<file path="src/rtl/seq_divider.sv">
// Unsigned restoring shift-subtract divider: latches operands on Start,
// retires one quotient bit per clock, then holds Quotient/Remainder until the next Start.
module seq_divider #(
  parameter int WIDTH = 8
) (
  input  logic             Clk,
  input  logic             Reset_n,
  input  logic             Start,
  input  logic [WIDTH-1:0] Dividend,
  input  logic [WIDTH-1:0] Divisor,
  output logic [WIDTH-1:0] Quotient,
  output logic [WIDTH-1:0] Remainder,
  output logic             Busy,
  output logic             Done,
  output logic             Div_By_Zero
);

  localparam int CNT_W = (WIDTH > 1) ? $clog2(WIDTH) : 1;
  localparam logic [CNT_W-1:0] LAST_STEP = CNT_W'(WIDTH - 1);

  typedef enum logic [1:0] {
    S_IDLE,
    S_RUN,
    S_HOLD
  } state_t;

  state_t           r_state;
  state_t           w_state_next;

  logic [WIDTH:0]   r_r;
  logic [WIDTH-1:0] r_q;
  logic [WIDTH-1:0] r_d;
  logic [CNT_W-1:0] r_cnt;
  logic [WIDTH-1:0] r_quotient;
  logic [WIDTH-1:0] r_remainder;
  logic             r_dbz;

  logic             w_accept;
  logic             w_last;
  logic             w_div_zero;
  logic [WIDTH:0]   w_r_shift;
  logic [WIDTH:0]   w_trial;
  logic             w_fits;
  logic [WIDTH:0]   w_r_next;
  logic [WIDTH-1:0] w_q_next;

  assign w_accept   = (r_state == S_IDLE) && Start;
  assign w_last     = (r_state == S_RUN) && (r_cnt == LAST_STEP);
  assign w_div_zero = (Divisor == '0);

  // One restoring step: shift {R,Q} left, try subtracting D, keep the result only if non-negative.
  assign w_r_shift = {r_r[WIDTH-1:0], r_q[WIDTH-1]};
  assign w_trial   = w_r_shift - {1'b0, r_d};
  assign w_fits    = ~w_trial[WIDTH];
  assign w_r_next  = w_fits ? w_trial : w_r_shift;
  assign w_q_next  = {r_q[WIDTH-2:0], w_fits};

  // NOTE: sequential state uses non-blocking (<=) so every register samples pre-edge values.
  always_ff @(posedge Clk or negedge Reset_n) begin
    if (!Reset_n) begin
      r_state <= S_IDLE;
    end else begin
      r_state <= w_state_next;
    end
  end

  // NOTE: default assigned first so no path leaves w_state_next unassigned (no latch).
  always_comb begin
    w_state_next = r_state;
    unique case (r_state)
      S_IDLE: begin
        if (Start) begin
          w_state_next = w_div_zero ? S_HOLD : S_RUN;
        end
      end
      S_RUN: begin
        if (w_last) begin
          w_state_next = S_HOLD;
        end
      end
      S_HOLD: begin
        if (!Start) begin
          w_state_next = S_IDLE;
        end
      end
      default: w_state_next = S_IDLE;
    endcase
  end

  always_ff @(posedge Clk or negedge Reset_n) begin
    if (!Reset_n) begin
      r_r         <= '0;
      r_q         <= '0;
      r_d         <= '0;
      r_cnt       <= '0;
      r_quotient  <= '0;
      r_remainder <= '0;
      r_dbz       <= 1'b0;
    end else if (w_accept) begin
      r_d   <= Divisor;
      r_q   <= Dividend;
      r_r   <= '0;
      r_cnt <= '0;
      r_dbz <= w_div_zero;
      if (w_div_zero) begin
        r_quotient  <= '1;
        r_remainder <= Dividend;
      end
    end else if (r_state == S_RUN) begin
      r_r   <= w_r_next;
      r_q   <= w_q_next;
      r_cnt <= r_cnt + CNT_W'(1);
      if (w_last) begin
        r_quotient  <= w_q_next;
        r_remainder <= w_r_next[WIDTH-1:0];
      end
    end
  end

  assign Quotient    = r_quotient;
  assign Remainder   = r_remainder;
  assign Busy        = (r_state == S_RUN);
  assign Done        = (r_state == S_HOLD);
  assign Div_By_Zero = r_dbz;

endmodule
</file>
<file path="config.mk">
export PLATFORM = sky130hd
export DESIGN_NAME = seq_divider
export DESIGN_NICKNAME = d
export VERILOG_FILES = /design/src/rtl/seq_divider.sv
export SDC_FILE = /design/constraint.sdc
export NUM_CORES = 1
export LEC_CHECK = 0
export ABC_AREA = 1
export BUFFER_PORTS_ARGS = -buffer_cell sky130_fd_sc_hd__clkbuf_2
export CAP_MARGIN = 0
export CORE_MARGIN = 4
export CORE_UTILIZATION = 55
export DETAILED_ROUTE_END_ITERATION = 12
export GPL_TIMING_DRIVEN = 0
export PLACE_DENSITY_LB_ADDON = 0.15
export SLEW_MARGIN = 20
export SYNTH_ARGS = -nofsm -noshare
export SYNTH_HDL_FRONTEND = slang
export SYNTH_SLANG_ARGS = --single-unit
</file>
<file path="constraint.sdc">
create_clock -name Clk -period 2.1 [get_ports Clk]
set_input_delay 0.105 -clock Clk [delete_from_list [all_inputs] [get_ports Clk]]
set_output_delay 0.105 -clock Clk [all_outputs]
set_load 0.005 [all_outputs]
</file>
==> impl_metrics.ini <==
[yosys]
ys_ff_latch = 46
yosysSeqAreaShare = 0.447
syn_nets = 370
synth_warnings = 0
synth_edf_count = 0
synthCells = 340
yosys.cell_types.count = 29
synthFlopType = dfrtp_1
syn_area_per_cell_um2 = 7.58
syn_area_um2 = 2580
postSynth.asyncResetShare = 1.00

[setup_path]
r2r.worst_path.cells = 14
startpoint_type = flip-flop
crit_chain = inv_2 -> ha_4 -> inv_2 -> fa_2 -> nand2_2 -> nand2_4 -> nand3_4 -> nand2_4 -> nand2_4 -> nand2_4 -> nand3_2 -> nand3_2 -> nand2_1 -> inv_1
crit_top_cell = nand2_4
worstReg2RegEnd = Remainder[3]
critPathMaxStageDelay_ns = 0.41
cp.arrival_ns = 2.25
worst-path-max-fanout = 5
path_class = flip-flop to flip-flop
endpoint_kind = flip-flop
ff2ff_setup_slack_ns = 0.06
crit_slowest_cell = dfrtp_1
reg2reg_from = r_q[7]
worstPathRequired_ns = 2.30

[power]
finalPower_mw = 5.56
peakVddDrop_uv = 929
sw_frac_of_total = 0.472
seqPwrFrac = 0.279
leakagePower_nw = 1.81
combPwrFrac = 0.601
power_frac_clock = 0.120
cellPowerDensity_nw_per_um2 = 1750
p_int_mw = 2.93
power.switching_mw = 2.62

[cells_and_area]
utilization = 0.714
drive_gt1_frac = 0.253
diodes = 0
area_growth_pct = 23.2
final_nets = 420

[worst_hold_path]
hold-path-endpoint = r_state[1]
whs_path_depth = 3
hp-class = primary input to flip-flop
hp-start = Start

[die]
dieArea_um2 = 5840
top_level_ports = 38
fp.dieH_um = 76.4
core_um2 = 4440
start_util = 0.580
die_x_um = 76.4
num_rows = 24

[sta]
fin_skew_ns = 0.00674
fin_crit_sh = 0.973
setup_viol = 0
period_minus_slack_ns = 2.04
worst_pin_slew_ns = 0.673
finalMaxSlewViolations = 0
fmax_ghz = 0.489
hold_viol = 0
maxSlewHeadroom = 0.551

[status]
status = finished clean

[grt]
grt_pass1_vias = 2145
grt_max_degree = 47
grt-ovfl-total = 0
grt_pass1_wl_um = 9780
grt_use_total = 0.207
antenna_found_initial = 0

[clocking]
insertion_delay_ns = 0.31
cts_sinks = 46
cts-htree-levels = 2
cts_buffer_depth = 2
root_buffer = clkbuf_8
cts_tree = yes
cts_made_buffers = 5
path_clk_slew_ns = 0.09

[route]
wl_per_cell_um = 13.9
vias = 2330
drcViolationCount = 0
firstDrtPassIters = 4
drt_iter0_drc = 170
wl_um = 6180
viasPerCell = 5.26
final_antenna_net_count = 0

[placement]
dp_hpwl_um = 4210
port_buffers = 37
gp_congestion = 0.820

[run]
maxCapViolCount = 0
[power groups by stage]
stage | Clock [mW] | Combinational, mW | Sequential (mW)
2_1_floorplan | 0 | 1.99 | 1.51
3_3_place_gp | 0 | 2.58 | 1.53
3_5_place_dp | 0 | 2.65 | 1.55
4_1_cts | 0.676 | 2.70 | 1.53
5_1_grt | 0.720 | 3.72 | 1.60
6_report | 0.668 | 3.34 | 1.55
[layout make-up]
class,count,area (µm²)
clock inverters,2,37.5
multi-input cells,223,1330
flip-flops and latches,46,1150
fillers,368,1270
clock buffers,6,72.6
well taps,52,65.1
repair buffers,42,228
plain buffers,10,53.8
inverters,62,233
[through the flow]
stage	area, µm²	hold WS [ns]	TNS (ns)	std cells	setup WS [ns]
2_1_floorplan	2580	-0.191	0	340	0.250
3_3_place_gp	2830	0.344	-0.0153	429	-0.0153
3_5_place_dp	2830	0.193	-0.156	429	-0.0456
4_1_cts	2960	0.0404	0	438	0.0144
5_1_grt	3170	0.0658	-0.241	443	-0.0421
6_report	3170	0.0396	0	443	0.0564
[routing by layer]
layer | wire (µm) | GRT usage | part of all wire | vias up
li1 | - | - | - | 1156
met1 | 2770 | 0.281 | 0.45 | 1093
met2 | 3000 | 0.341 | 0.48 | 71
met3 | 329 | 0.0307 | 0.053 | 10
met4 | 85 | 0.0670 | 0.014 | 0
met5 | 0 | 0 | 0 | -
[Yosys cell counts, types with 2 or more instances]
cell	number	area [µm²]
dfrtp_1	46	1150
clkbuf_1	2	7.51
o21ai_0	13	65.1
xor2_1	2	17.5
buf_2	7	35.0
or2_1	5	31.3
o221ai_1	3	26.3
ha_1	10	125
nand2_2	4	25.0
a31oi_1	5	31.3
nand4_1	3	18.8
inv_1	59	221
nor2_1	19	71.3
a21oi_1	2	10.0
a22o_1	2	17.5
o211ai_1	4	30.0
nand2_1	107	402
inv_2	3	11.3
or2_0	2	12.5
nor2_4	2	22.5
nand3_1	32	160
[logic make-up (layout without fill, tap and decap cells)]
group                      count (synthesis)  in the layout  synth area share
buffers and inverters                     72            122             0.111
and+or+nand+nor                          178            179             0.302
adders and majority gates                 11             11            0.0563
xor gates and xnor gates                   3              3            0.0102
DFF                                       46             46             0.447
AOI/OAI and AO/OA                         30             30            0.0738
[worst max-delay path, delay by kind of cell, from the launching register on]
kind	cells	cell delay [ns]
fa+ha+maj	2	0.50
buf+inv	3	0.17
flops	1	0.41
simple gates	9	0.83
[sequential cells by signal, summed over array words and instances, names as in the netlist]
signal       count
r_d              8
Quotient         8
r_r              8
r_state          2
Remainder        8
Div_By_Zero      1
r_cnt            3
r_q              8
[repair_timing]
item	in CTS	in global routing
hold buffers	1	0
pin swaps	0	9
cloned	0	1
endpoints found under the setup margin	16	16
gates resized for setup	3	36
endpoints found under the hold margin	46	0
setup buffers	0	4
[how the worst max path moves through the flow]
stage	cells past startpoint	start	slack, ns	to
after floorplan	14	r_q[7]	0.25	Remainder[1]
after global placement	14	r_q[7]	-0.02	Remainder[4]
after detailed placement	14	r_q[7]	-0.05	Remainder[4]
after CTS	14	r_q[7]	0.01	Remainder[4]
after global routing	14	r_q[7]	-0.04	Remainder[3]
final	14	r_q[7]	0.06	Remainder[3]
[cell usage in the layout, fill, tap and decap left out, types with 2 or more instances in the layout]
master / instances
clkbuf_1: 3
nand2_2: 4
nor2_4: 2
nand2_8: 2
inv_2: 5
nand3_1: 13
inv_1: 57
xor2_1: 2
or2_0: 2
nand3_2: 18
o211ai_1: 4
o21ai_0: 13
nand2_1: 102
clkbuf_8: 5
a31oi_1: 5
nand3_4: 2
dfrtp_1: 46
nor2_1: 19
buf_4: 4
ha_1: 9
clkbuf_2: 36
buf_2: 7
or2_1: 5
a22o_1: 2
nand2_4: 5
nand4_1: 3
o221ai_1: 3
(Power assumes the default switching activity.)
